[config.mk]
export PLATFORM = sky130hd
export DESIGN_NAME = fsm_arbiter
export DESIGN_NICKNAME = d
export VERILOG_FILES = /design/src/rtl/fsm_arbiter_pkg.sv /design/src/rtl/fsm_arbiter_rr.sv /design/src/rtl/fsm_arbiter.sv
export SDC_FILE = /design/constraint.sdc
export NUM_CORES = 1
export LEC_CHECK = 0
export BUFFER_PORTS_ARGS = -buffer_cell sky130_fd_sc_hd__buf_4
export CELL_PAD_IN_SITES_DETAIL_PLACEMENT = 0
export CELL_PAD_IN_SITES_GLOBAL_PLACEMENT = 1
export CORE_MARGIN = 2
export CORE_UTILIZATION = 40
export CTS_BUF_LIST = sky130_fd_sc_hd__clkbuf_4
export CTS_CLUSTER_DIAMETER = 40
export DETAILED_ROUTE_END_ITERATION = 12
export HOLD_SLACK_MARGIN = 0.08
export PLACE_DENSITY_LB_ADDON = 0.15
export SLEW_MARGIN = 20
export SYNTH_ARGS = -nofsm -noshare
export SYNTH_HDL_FRONTEND = slang
export SYNTH_SLANG_ARGS = --single-unit
export TNS_END_PERCENT = 100
[constraint.sdc]
create_clock -name clk -period 3.9 [get_ports clk]
set_input_delay 0.585 -clock clk [delete_from_list [all_inputs] [get_ports clk]]
set_output_delay 0.585 -clock clk [all_outputs]
set_load 0.02 [all_outputs]
[src/rtl/fsm_arbiter_pkg.sv]
// Shared definitions for the fsm_arbiter slice: phase encodings, default timing and FSM input width.
package fsm_arbiter_pkg;

  typedef enum logic [1:0] {
    ARB_IDLE  = 2'd0,
    ARB_RUN   = 2'd1,
    ARB_FLUSH = 2'd2
  } arb_state_e;

  localparam int unsigned FSM_IN_W      = 3;
  localparam int unsigned DEF_WINDOW    = 8;
  localparam int unsigned DEF_FLUSH_LEN = 8;

endpackage

[src/rtl/fsm_arbiter_rr.sv]
// Combinational winner selection: round robin after ptr, or lowest index when
// FSM_ARB_FIXED_PRIO_EN is defined.
module rr_arbiter #(
  parameter int unsigned N_REQ = 4,
  parameter int unsigned IDX_W = $clog2(N_REQ)
) (
  input  logic [N_REQ-1:0] req,
  input  logic [IDX_W-1:0] ptr,
  output logic [N_REQ-1:0] gnt_c,
  output logic [IDX_W-1:0] idx_c,
  output logic             any_c
);

`ifdef FSM_ARB_FIXED_PRIO_EN
  logic unused_ptr;
  assign unused_ptr = ^ptr;
`endif

  // First requester found in search order wins; search starts just after the last grant.
  always_comb begin
    logic        found;
    int unsigned cand;
    gnt_c = '0;
    idx_c = '0;
    found = 1'b0;
    cand  = 0;
    for (int unsigned k = 0; k < N_REQ; k++) begin
`ifdef FSM_ARB_FIXED_PRIO_EN
      cand = k;
`else
      cand = (32'(ptr) + k + 32'd1) % N_REQ;
`endif
      if (!found && req[IDX_W'(cand)]) begin
        found               = 1'b1;
        gnt_c[IDX_W'(cand)] = 1'b1;
        idx_c               = IDX_W'(cand);
      end
    end
  end

  assign any_c = |req;

endmodule

[src/rtl/fsm_arbiter.sv]
// Shares one state_machine between N_REQ requesters: IDLE -> RUN (WINDOW cycles) -> FLUSH.
// Arbitration mode selected by FSM_ARB_FIXED_PRIO_EN (see rr_arbiter).
module fsm_arbiter
  import fsm_arbiter_pkg::*;
#(
  parameter int unsigned N_REQ     = 4,
  parameter int unsigned WINDOW    = DEF_WINDOW,
  parameter int unsigned FLUSH_LEN = DEF_FLUSH_LEN,
  parameter int unsigned CNT_W     = 4
) (
  input  logic                      clk,
  input  logic                      rst_n,
  input  logic [N_REQ-1:0]          req,
  input  logic [FSM_IN_W*N_REQ-1:0] code,
  output logic [N_REQ-1:0]          gnt,
  output logic                      busy,
  output logic [FSM_IN_W-1:0]       b,
  input  logic                      outp,
  output logic                      done,
  output logic [2:0]                done_id,
  output logic [CNT_W-1:0]          hi_count
);

  localparam int unsigned IDX_W   = $clog2(N_REQ);
  localparam int unsigned CYC_MAX = (WINDOW > FLUSH_LEN) ? WINDOW : FLUSH_LEN;
  localparam int unsigned CYC_W   = $clog2(CYC_MAX + 1);

  arb_state_e           state;
  logic [CYC_W-1:0]     cyc;
  logic [IDX_W-1:0]     ptr;
  logic [IDX_W-1:0]     cur;
  logic [CNT_W-1:0]     hit;
  logic [CNT_W-1:0]     hit_next_c;
  logic [N_REQ-1:0]     win_onehot_c;
  logic [IDX_W-1:0]     win_idx_c;
  logic                 win_any_c;
  logic [FSM_IN_W-1:0]  win_code_c;

  rr_arbiter #(.N_REQ(N_REQ), .IDX_W(IDX_W)) u_rr (
    .req   (req),
    .ptr   (ptr),
    .gnt_c (win_onehot_c),
    .idx_c (win_idx_c),
    .any_c (win_any_c)
  );

  // Only the winner's code slice can reach b.
  always_comb begin
    win_code_c = '0;
    for (int unsigned i = 0; i < N_REQ; i++) begin
      if (win_idx_c == IDX_W'(i)) win_code_c = code[FSM_IN_W*i +: FSM_IN_W];
    end
  end

  assign hit_next_c = (outp && (hit != {CNT_W{1'b1}})) ? hit + CNT_W'(1) : hit;

  // Phase FSM with registered outputs.
  always_ff @(posedge clk or negedge rst_n) begin
    if (!rst_n) begin
      state    <= ARB_IDLE;
      cyc      <= '0;
      ptr      <= '0;
      cur      <= '0;
      hit      <= '0;
      gnt      <= '0;
      busy     <= 1'b0;
      b        <= '0;
      done     <= 1'b0;
      done_id  <= '0;
      hi_count <= '0;
    end else begin
      done <= 1'b0;
      case (state)
        ARB_IDLE: begin
          if (win_any_c) begin
            state <= ARB_RUN;
            gnt   <= win_onehot_c;
            b     <= win_code_c;
            busy  <= 1'b1;
            hit   <= '0;
            cyc   <= '0;
            cur   <= win_idx_c;
          end
        end
        ARB_RUN: begin
          hit <= hit_next_c;
          if (cyc == CYC_W'(WINDOW - 1)) begin
            state    <= ARB_FLUSH;
            gnt      <= '0;
            b        <= '0;
            done     <= 1'b1;
            done_id  <= 3'(cur);
            hi_count <= hit_next_c;
            cyc      <= '0;
          end else begin
            cyc <= cyc + CYC_W'(1);
          end
        end
        ARB_FLUSH: begin
          if (cyc == CYC_W'(FLUSH_LEN - 1)) begin
            state <= ARB_IDLE;
            busy  <= 1'b0;
            ptr   <= cur;
            cyc   <= '0;
          end else begin
            cyc <= cyc + CYC_W'(1);
          end
        end
        default: state <= ARB_IDLE;
      endcase
    end
  end

endmodule
Word-level counts from Yosys, hierarchy flattened
Cells that the tools add are included.
Word-level totals
  bits in registers: 29
  input bits: 19
  output and inout port bits: 16
  logic and storage cells: 117
Operators by class
  $add $sub $neg: 8
  $lt $le $gt $ge: 8
  equal/unequal tests: 10
  multiplexer cells: 51
  bitwise operators: 3
  reductions and logical operators: 26
Operators by type and width (count)
  $mux W4: 9
  $pmux W4 S2: 3
  $mux W3: 6
  $mux W1: 15
  $mux W2: 7
  $lt A2 B3 Y1 const B: 4
  $or A4 B4 Y4: 3
  $reduce_and A2 Y1: 5
  $reduce_and A3 Y1: 3
  $add A2 B1 Y2 const B: 4
  $add A4 B1 Y4 const B: 2
  $bmux W1 S2: 4
  $demux W1 S2: 4
  $ge A2 B1 Y1 const B: 4
  $logic_and A1 B1 Y1: 8
  $eq A2 B2 Y1 const B: 3
  $pmux W2 S3: 1
  $pmux W3 S2: 1
  $reduce_bool A2 Y1: 3
  $add A2 B2 Y2 const B: 2
  $eq A2 B1 Y1 const B: 2
  $eq A4 B3 Y1 const B: 1
  $logic_not A2 Y1: 2
  $ne A2 B2 Y1 const B: 2
  6 further kinds: 8

Logic depth before layout (Yosys ltp)
Gate-level depths: netlist (run 1).
  depth in word-level cells: 20
  gate-level depth with buffers: 11
  depth with buffers taken out: 9

Modules after synthesis
Synthesis (run 1) repeated with hierarchy kept, for this count alone.
Unflattened totals
  cell total of the unflattened synthesis: 202
  area total of the unflattened synthesis: 1933.1 um^2
By module, submodules not included
  fsm_arbiter: times used 1, cells each 133, area an instance 1423.9 um^2, sequential area each 725.7 um^2
  rr_arbiter: times used 1, cells each 69, area an instance 509.2 um^2, sequential area each 0.0 um^2

Worst setup path after synthesis (run 1)
No wires, ideal clock.
  path kind: flip-flop to flip-flop
  start point: register ptr[0]
  end point: register b[0]
  library setup time: 0.130 ns
  data arrival time: 2.595 ns
  required time: 3.770 ns
  setup slack: 1.175 ns
  cell stages (with the launch flop): 12
  buffers on the path: 3
  clock period less this slack: 2.725 ns
  cell sequence: dfrtp_1 -> buf_4 -> inv_1 -> ha_1 -> buf_6 -> mux4_2 -> and3b_1 -> buf_6 -> o21a_4 -> a21oi_4 -> mux2i_1 -> a22oi_2
On the way
  cells in the longest elaborated chain, start to end: 20
  elaborated cells between the ends (all ways): 37
  classes of those cells: add/sub: 6; eq/ne: 3; mux: 21; reduce/logical: 7
Ends and longest elaborated chain
  start, declared: RTL line fsm_arbiter.sv:30  | logic [IDX_W-1:0] ptr;
  start signal, assigned: RTL line fsm_arbiter.sv:103  | ptr <= cur;
  parallel branches: the longest is 12 deep, another holds $add A2 B1 Y2
  $mux W2 *: RTL line fsm_arbiter_rr.sv:33  | if (!found && req[IDX_W'(cand)]) begin
  $logic_not A2 Y1: RTL line fsm_arbiter.sv:51  | if (win_idx_c == IDX_W'(i)) win_code_c = code[FSM_IN_W*i +: FSM_IN_W];
  $mux W3 (3 in a row): RTL line fsm_arbiter.sv:51
  $mux W3 *: RTL line fsm_arbiter.sv:51
  $mux W3 *: RTL line fsm_arbiter.sv:75  | if (win_any_c) begin
  $pmux W3 S2 *: RTL line fsm_arbiter.sv:73  | case (state)
  end signal, assigned: RTL line fsm_arbiter.sv:78  | b <= win_code_c;
  end, declared: RTL line fsm_arbiter.sv:17  | output logic [FSM_IN_W-1:0] b,
Mark *: on every way between the ends. The select of a mux whose other input is x is not followed.
A chain may end at the register's enable or synchronous reset.

Worst setup path in the final report (run 1)
  start point: register ptr[0]
  end point: register b[2]
Same word-level chain as after synthesis.

==> run summary, run 1 <==
cell taking the most area after synthesis: dfrtp_1
CTS Sinks: 29
DRT Pass-1 Iters: 5
Min Clock Period, post-route: 3210 ps
DP Worst Slack: 684 ps
Slew Viols, Final: 0
largest net degree at the start of global routing: 30
Synth area leaders: dfrtp_1, ha_1, nand2_1
crit-path max cell delay: 690 ps
Crit path buffers/inverters: 1
setup ws final: 690 ps
main combinational cell family by area after synthesis: compound AO/OA/AOI/OAI gates
Reg area: 726 sq um
Seq/Total Area, Yosys: 0.381
Tcrit/Tclk final: 0.823
endpoints failing setup: 0
Synth Area in XOR/XNOR: 0.00919
Crit. End Element: flop
most common cell in the synthesized netlist: nand2_1
Multi-input gate area: 1110 sq um
Cells after Synth: 194
Synth Warn #: 0
top_reg_cell synth: dfrtp_1
leakage: 1.08 nW
syn_area_per_cell: 9.82 sq um
Post-synth ARST share: 1.00
# resized after CTS: 0
initial antenna violation count: 0
I/O pins: 35
grt ovf: 0
Syn Nets: 226
mux share of post-synthesis cell area: 0.102
FF-to-FF path depth: 8
cell count after placement: 275
Final Wtd Congestion: 0.907
Largest delay share family, worst path: multiplexers
setup slack, reg-to-reg: 690 ps
Fin Clk Skew: 13.3 ps
DRT antenna net count: 0
fill count: 441
CTS root buf: clkbuf_4
die width: 73.0 microns
crit-path cells: inv_1 > ha_1 > mux4_2 > and3b_1 > o21a_4 > a21oi_4 > mux2i_1 > a22oi_2
slowest CP cell: dfrtp_1
first-iteration detailed-routing DRC count: 57
synthesis-to-layout area growth: 19.6%
post-synthesis register bit count: 29
first-pass GRT wire length: 7250 microns
Clock Latency Late Sink: 330 ps
worst vdd ir: 0.236 mV
row cnt: 25
HPWL after DPL: 3230 microns
Setup Fix Bufs, Post-CTS: 0
die area: 5330 sq um
Startpoint Class: flop
H-tree depth: 2
worst-margin pin slew: 761 ps
critical path arrival: 3430 ps
post-synthesis adder-cell area fraction: 0.0854
simple logic cell fraction of the synthesized area: 0.137
vias per cell: 5.61
maxcap violations: 0
r2r startpoint: ptr[0]
Post-Synthesis Cell Area: 1910 sq um
RSZ-0062 raised after global routing: false
top cells by count, synth: nand2_1, dfrtp_1, o21ai_0
Setup TNS: 0 ps
Avg WL per Cell: 15.0 microns
met3 WL post-DR: 107 microns
total wire length: 4250 microns
PortBufs: 33
vias in the first global route: 1590
Required @ worst endpoint: 4120 ps
Peak Freq: 312 MHz
highest metal used: met4
Yosys top cell area share: 0.381
Total Nets Final: 260
CTS tree: done
status: completed
hold buffer count at cts: 0
met1 wire length: 1920 microns
Clock Tree Buf Depth: 2
Synth Area in Compound Gates: 0.246
Num CTS Buffers: 5
core area: 4660 sq um
GRT Util Overall: 0.174
Synth cell types: 47
n_diodes: 0
CP max FO: 16
Worst-path clk slew: 100 ps
final cell count without fillers: 283
initial core utilization: 0.409
Critical Path Stages: 8
Post-synth EDFFs: 0
cell area power density: 626 nW/um^2
Tightest Hold Check Type: in2async
reg-to-reg endpoint: b[2]
Core Util, Final: 0.489
Hold Fails Final Rpt: 0
DR vias: 1587
layout cells sized above 1: 0.262
Slew headroom: 0.488
drc violations: 0
met2 wire len: 2150 microns
chip height: 73.0 microns
critical path type: reg2reg
==> cell usage in the layout (no fill, tap or decap), types with 2 or more instances in the layout <==
master and instances:
buf_4 33, nand2_1 32, dfrtp_1 29, o21ai_0 15, ha_1 13, a21oi_1 10
nor2_1 9, mux2_2 8, a22o_1 8, inv_1 7, mux2i_1 6, clkbuf_4 5
nand3_1 4, o21ai_1 4, a222oi_1 4, a21boi_0 3, a22oi_2 3, nor4_1 2
mux4_2 2, o31ai_1 2, a32o_1 2, bufinv_16 2
==> stage by stage <==
stage	cell area, sq um	power [mW]	hold slack [ps]
finish	2280	1.43	157
global route	2280	1.53	169
CTS	2280	1.44	160
detailed placement	2180	1.13	464
global placement	2180	1.11	460
floorplan	1910	0.925	289
==> power breakdown <==
part	internal, mW	total [mW]	switching, mW	leakage [nW]
clock network	0.198	0.312	0.114	0.0552
logic	0.280	0.637	0.357	0.653
registers	0.399	0.477	0.0776	0.370
total	0.877	1.43	0.548	1.08
==> routing by layer <==
| layer | vias to the layer above | GRT usage |
|---|---|---|
| met5 | - | 0 |
| met1 | 764 | 0.210 |
| met4 | 0 | 0.0700 |
| met3 | 6 | 0.0262 |
| li1 | 784 | - |
| met2 | 33 | 0.307 |
==> cell families (layout without fill, tap and decap cells) <==
group,after synthesis,in the layout
compound gates,63,63
simple gates,57,57
flops,29,29
mux,16,16
fa+ha+maj,13,13
buf+inv,13,48
xor+xnor,2,2
other cells,1,1
==> sequential cells by signal, summed over array words and instances (netlist names), 2 cells and up <==
signal,cells
gnt,4
hi_count,4
b,3
done_id,2
state,2
cyc,4
cur,2
hit,4
ptr,2
==> final cells by class <==
class	instances	area share
tap	54	0.0297
timing repair buffer	33	0.109
sequential	29	0.319
clock buffer	5	0.0165
multi-input combinational	152	0.487
clock inverter	3	0.0286
inverter	7	0.0115
==> how the worst max path moves through the flow <==
stage	from	endpoint	slack, ps
floorplan	ptr[0]	b[0]	1170
global placement	ptr[0]	b[2]	770
detailed placement	ptr[0]	b[1]	680
CTS	ptr[0]	b[1]	670
global route	ptr[0]	b[1]	450
finish	ptr[0]	b[2]	690
Power figures use the tool's default switching activity.
==> run 2: changes to the inputs <==
==> constraint.sdc (replaced) <==
create_clock -name clk -period 2.8 [get_ports clk]
set_input_delay 0.42 -clock clk [delete_from_list [all_inputs] [get_ports clk]]
set_output_delay 0.42 -clock clk [all_outputs]
set_load 0.02 [all_outputs]
==> run 2 against run 1 <==
Compared with the run above: clock skew shrank 2.2 ps; combinational power grew 44%; largest cell class unchanged; via count grew 2.2%.
==> run summary, run 2 (synthesized netlist as in run 1, its figures left out) <==
die area: 5330 sq um (unchanged)
FF-to-FF path depth: 8 (unchanged)
Slew Viols, Final: 0 (unchanged)
Setup TNS: 0 ps (unchanged)
Peak Freq: 377 MHz (was 312 MHz)
H-tree depth: 2 (unchanged)
die width: 73.0 microns (unchanged)
Hold Crit Depth: 3
Clock Tree Buf Depth: 2 (unchanged)
status: completed (unchanged)
Worst Hold End: b[0]
DR vias: 1622 (was 1587)
Tcrit/Tclk final: 0.947 (was 0.823)
chip height: 73.0 microns (unchanged)
Slew headroom: 0.605 (was 0.488)
Hold Fails Final Rpt: 0 (unchanged)
Design Area, Final: 2280 sq um (about the same)
DP Worst Slack: 79.6 ps (was 684 ps)
PortBufs: 33 (unchanged)
HPWL after DPL: 3250 microns (was 3230 microns)
Tightest Hold Check Type: in2reg (was in2async)
synthesis-to-layout area growth: 19.5% (was 19.6%)
n_diodes: 0 (unchanged)
grt ovf: 0 (unchanged)
DRT Pass-1 Iters: 4 (was 5)
CTS tree: done (unchanged)
core area: 4660 sq um (unchanged)
r2r startpoint: ptr[0] (unchanged)
endpoints failing setup: 0 (unchanged)
Clock Latency Late Sink: 330 ps (about the same)
I/O pins: 35 (unchanged)
HP Start: code[9]
worst vdd ir: 0.231 mV (was 0.236 mV)
Final Wtd Congestion: 0.866 (was 0.907)
Total Nets Final: 266 (was 260)
commonest cells after routing, fill and taps aside: buf_4, nand2_1, dfrtp_1 (unchanged)
Fin Clk Skew: 11.0 ps (was 13.3 ps)
Worst-path clk slew: 90 ps (was 100 ps)
Required @ worst endpoint: 3010 ps (was 4120 ps)
CTS root buf: clkbuf_4 (unchanged)
setup slack, reg-to-reg: 150 ps (was 690 ps)
total wire length: 4380 microns (was 4250 microns)
vias per cell: 5.61 (about the same)
maxcap violations: 0 (unchanged)
DRT antenna net count: 0 (unchanged)
final cell count without fillers: 289 (was 283)
Min Clock Period, post-route: 2650 ps (was 3210 ps)
worst-margin pin slew: 586 ps (was 761 ps)
most common cell after layout, fill and taps aside: buf_4 (unchanged)
cell area power density: 795 nW/um^2 (was 626 nW/um^2)
Crit. End Element: flop (unchanged)
Num CTS Buffers: 5 (unchanged)
CTS Sinks: 29 (unchanged)
placed cell area: 2210 sq um (was 2180 sq um)
crit-path cells: inv_1 > ha_2 > mux4_2 > and3b_2 > o21a_4 > a21oi_4 > mux2i_1 > a22oi_2 (was inv_1 > ha_1 > mux4_2 > and3b_1 > o21a_4 > a21oi_4 > mux2i_1 > a22oi_2)
critical path arrival: 2860 ps (was 3430 ps)
setup ws final: 148 ps (was 690 ps)
vias in the first global route: 1562 (was 1590)
row cnt: 25 (unchanged)
reg-to-reg endpoint: b[2] (unchanged)
initial antenna violation count: 0 (unchanged)
largest net degree at the start of global routing: 30 (unchanged)
first-iteration detailed-routing DRC count: 112 (was 57)
first-pass GRT wire length: 7470 microns (was 7250 microns)
leakage: 1.08 nW (about the same)
CP max FO: 8 (was 16)
crit-path max cell delay: 550 ps (was 690 ps)
Hold Slack: 381 ps (was 157 ps)
slowest CP cell: mux4_2 (was dfrtp_1)
layout cells sized above 1: 0.277 (was 0.262)
Startpoint Class: flop (unchanged)
Avg WL per Cell: 15.1 microns (was 15.0 microns)
drc violations: 0 (unchanged)
cell count after placement: 280 (was 275)
critical path type: reg2reg (unchanged)
GRT Util Overall: 0.180 (was 0.174)
initial core utilization: 0.409 (unchanged)
## run 2: worst max-delay path by stage
| stage | from | end | slack (ps) | cells past startpoint |
|---|---|---|---|---|
| 6_report | ptr[0] | b[2] | 150 | 8 |
| 5_1_grt | ptr[0] | b[1] | -10 | 9 |
| 3_5_place_dp | ptr[0] | b[2] | 80 | 8 |
| 4_1_cts | ptr[0] | b[2] | 80 | 8 |
| 2_1_floorplan | ptr[0] | b[0] | 70 | 11 |
| 3_3_place_gp | ptr[0] | b[2] | 130 | 8 |
## run 2: area by class of cell
| type | count | area, sq um |
|---|---|---|
| Fill cell | 431 | 2380 |
| Tap cell | 54 | 67.6 |
| Clock inverter | 3 | 12.5 |
| Inverter | 7 | 26.3 |
| Multi-Input combinational cell | 152 | 1110 |
| Clock buffer | 5 | 37.5 |
| Timing Repair Buffer | 39 | 295 |
| Sequential cell | 29 | 726 |
## run 2: what timing repair did
action / CTS / global route
setup endpoints to repair: 0 / 3
endpoints found under the hold margin: 29 / 0
hold buffers: 1 / 0
buffers inserted: 0 / 0
gates resized for setup: 0 / 2
## run 2: worst max-delay path: cells and delay by family, from the launching register on
| kind | cells | cell delay (ps) |
|---|---|---|
| mux | 2 | 830 |
| simple gates | 1 | 290 |
| fa+ha+maj | 1 | 430 |
| buf+inv | 1 | 110 |
| compound gates | 3 | 530 |
| flops | 1 | 350 |
## run 2: routing by layer
metal | up-vias | wire length, microns | GRT usage
li1 | 797 | - | -
met1 | 779 | 1960 | 0.230
met2 | 41 | 2200 | 0.298
met3 | 5 | 149 | 0.0331
met4 | 0 | 66 | 0.0741
met5 | - | 0 | 0
## run 2: metrics by stage
step | total power [mW] | utilization
after CTS | 1.83 | 0.488
after detailed placement | 1.58 | 0.475
after floorplan | 1.29 | -
after global routing | 1.97 | 0.489
final | 1.81 | 0.489
after global placement | 1.55 | 0.475
## run 2: power breakdown
group	switching [mW]	internal (mW)
sequential	0.0987	0.556
combinational	0.515	0.400
clock	0.150	0.0906
==> run 3: changes to the inputs <==
--- a/config.mk
+++ b/config.mk
@@ -13,7 +13,7 @@
 export CTS_BUF_LIST = sky130_fd_sc_hd__clkbuf_4
 export CTS_CLUSTER_DIAMETER = 40
 export DETAILED_ROUTE_END_ITERATION = 12
-export HOLD_SLACK_MARGIN = 0.08
+export HOLD_SLACK_MARGIN = 0.06
 export PLACE_DENSITY_LB_ADDON = 0.15
 export SLEW_MARGIN = 20
 export SYNTH_ARGS = -nofsm -noshare
==> constraint.sdc (replaced) <==
create_clock -name clk -period 2.8 [get_ports clk]
set_input_delay 0.14 -clock clk [delete_from_list [all_inputs] [get_ports clk]]
set_output_delay 0.14 -clock clk [all_outputs]
set_load 0.02 [all_outputs]
==> run 3 against run 2 <==
Compared with the run above: sequential share of layout area about the same; cell count down 0.35%; non-clock buffer count down 1; highest routed layer unchanged.
==> run summary, run 3 (synthesized netlist as in run 1, its figures left out) <==
Num CTS Buffers: 5 (unchanged)
Avg WL per Cell: 14.8 microns (was 15.1 microns)
row cnt: 25 (unchanged)
core area: 4660 sq um (unchanged)
CTS tree: done (unchanged)
Required @ worst endpoint: 3000 ps (was 3010 ps)
CTS root buf: clkbuf_4 (unchanged)
critical path type: reg2reg (unchanged)
FF-to-FF path depth: 9 (was 8)
Total Nets Final: 265 (was 266)
cell count after placement: 279 (was 280)
DRT antenna net count: 0 (unchanged)
I/O pins: 35 (unchanged)
Gate power share: 0.504 (was 0.505)
final cell count without fillers: 288 (was 289)
vias in the first global route: 1577 (was 1562)
vias per cell: 5.48 (was 5.61)
critical path arrival: 2780 ps (was 2860 ps)
Sw Ratio: 0.415 (was 0.422)
layout cells sized above 1: 0.274 (was 0.277)
Final Wtd Congestion: 0.872 (was 0.866)
drc violations: 0 (unchanged)
Slew headroom: 0.478 (was 0.605)
reg-to-reg endpoint: b[0] (was b[2])
Internal Power: 1.05 mW (about the same)
HP Start: code[9] (unchanged)
Switch Pwr: 0.744 mW (was 0.764 mW)
sequential group share of total power: 0.367 (was 0.362)
PortBufs: 33 (unchanged)
CTS Sinks: 29 (unchanged)
synthesis-to-layout area growth: 19.6% (was 19.5%)
worst-margin pin slew: 776 ps (was 586 ps)
leakage: 1.08 nW (about the same)
total wire length: 4280 microns (was 4380 microns)
Crit. Startpoint: ptr[0] (unchanged)
Worst Hold End: b[0] (unchanged)
DR vias: 1578 (was 1622)
status: completed (unchanged)
Startpoint Class: flop (unchanged)
Peak Freq: 387 MHz (was 377 MHz)
Clk network pwr share: 0.129 (was 0.133)
die area: 5330 sq um (unchanged)
endpoints failing setup: 0 (unchanged)
first-pass GRT wire length: 7330 microns (was 7470 microns)
GRT Util Overall: 0.177 (was 0.180)
Hold Fails Final Rpt: 0 (unchanged)
n_diodes: 0 (unchanged)
CP max FO: 15 (was 8)
chip height: 73.0 microns (unchanged)
Design Area, Final: 2280 sq um (about the same)
Clock Tree Buf Depth: 2 (unchanged)
cell area power density: 786 nW/um^2 (was 795 nW/um^2)
Tcrit/Tclk final: 0.922 (was 0.947)
DRT Pass-1 Iters: 5 (was 4)
r2r startpoint: ptr[0] (unchanged)
grt ovf: 0 (unchanged)
initial antenna violation count: 0 (unchanged)
Clock Latency Late Sink: 320 ps (was 330 ps)
HPWL after DPL: 3270 microns (was 3250 microns)
initial core utilization: 0.409 (unchanged)
fill count: 454 (was 431)
Hold Crit Depth: 3 (unchanged)
die width: 73.0 microns (unchanged)
most common cell after layout, fill and taps aside: buf_4 (unchanged)
Slew Viols, Final: 0 (unchanged)
Tightest Hold Check Type: in2reg (unchanged)
Min Clock Period, post-route: 2580 ps (was 2650 ps)
Fin Clk Skew: 8.62 ps (was 11.0 ps)
first-iteration detailed-routing DRC count: 96 (was 112)
worst vdd ir: 0.246 mV (was 0.231 mV)
Worst-path clk slew: 90 ps (about the same)
Crit. End Element: flop (unchanged)
placed cell area: 2210 sq um (about the same)
Hold Slack: 124 ps (was 381 ps)
setup slack, reg-to-reg: 220 ps (was 150 ps)
largest net degree at the start of global routing: 30 (unchanged)
maxcap violations: 0 (unchanged)
H-tree depth: 2 (unchanged)
commonest cells after routing, fill and taps aside: buf_4, nand2_1, dfrtp_1 (unchanged)
-- run 3: cell count changes in the layout (fill, tap and decap cells not counted) --
| cell | previous run | this run |
|---|---|---|
| buf_4 | 38 | 37 |
| ha_2 | 1 | 0 |
| ha_4 | 0 | 1 |
-- run 3: cell type report --
type	count	area, sq um	share of cell area
timing repair buffer	38	288	0.126
inverter	7	26.3	0.0115
multi-input combinational	152	1120	0.492
clock inverter	3	12.5	0.00549
tap	54	67.6	0.0296
clock buffer	5	37.5	0.0165
sequential	29	726	0.318
-- run 3: worst max-delay path by stage --
stage                 to
floorplan           b[0]
global placement    b[2]
detailed placement  b[2]
CTS                 b[2]
global route        b[0]
finish              b[0]
-- run 3: power groups by stage --
stage	Combinational (mW)	Clock [mW]	Sequential, mW
3_5_place_dp	0.907	0	0.665
4_1_cts	0.908	0.242	0.658
5_1_grt	1.01	0.256	0.682
2_1_floorplan	0.548	0	0.740
6_report	0.904	0.232	0.657
3_3_place_gp	0.892	0	0.659
-- run 3: critical path, cell delays in order, from the launching register on --
cell     delay (ps)
dfrtp_1         380
buf_4           190
ha_1            240
nor2_1          340
mux2i_1         330
nor2_1          150
o32ai_2         390
o21ai_0         160
o21ai_1         180
a22oi_2         100
-- run 3: stage by stage --
step	setup slack, ps	TNS, ps	utilization	power, mW
4_1_cts	82.2	0	0.486	1.81
2_1_floorplan	75.0	0	-	1.29
6_report	218	0	0.489	1.79
5_1_grt	-0.447	-0.447	0.489	1.95
3_5_place_dp	97.3	0	0.473	1.57
3_3_place_gp	133	0	0.473	1.55
-- run 3: repair_timing --
item                                    CTS  global route
hold buffers                              1             0
endpoints found under the setup margin    0             3
endpoints found under the hold margin    29             0
setup buffers                             0             0
resized for setup                         0             3
-- run 3: per-layer routing --
layer | vias up | GRT usage | wire length [microns]
met2 | 37 | 0.309 | 2190
met4 | 0 | 0.0617 | 66
met5 | - | 0 | 0
li1 | 798 | - | -
met3 | 5 | 0.0304 | 130
met1 | 738 | 0.217 | 1890
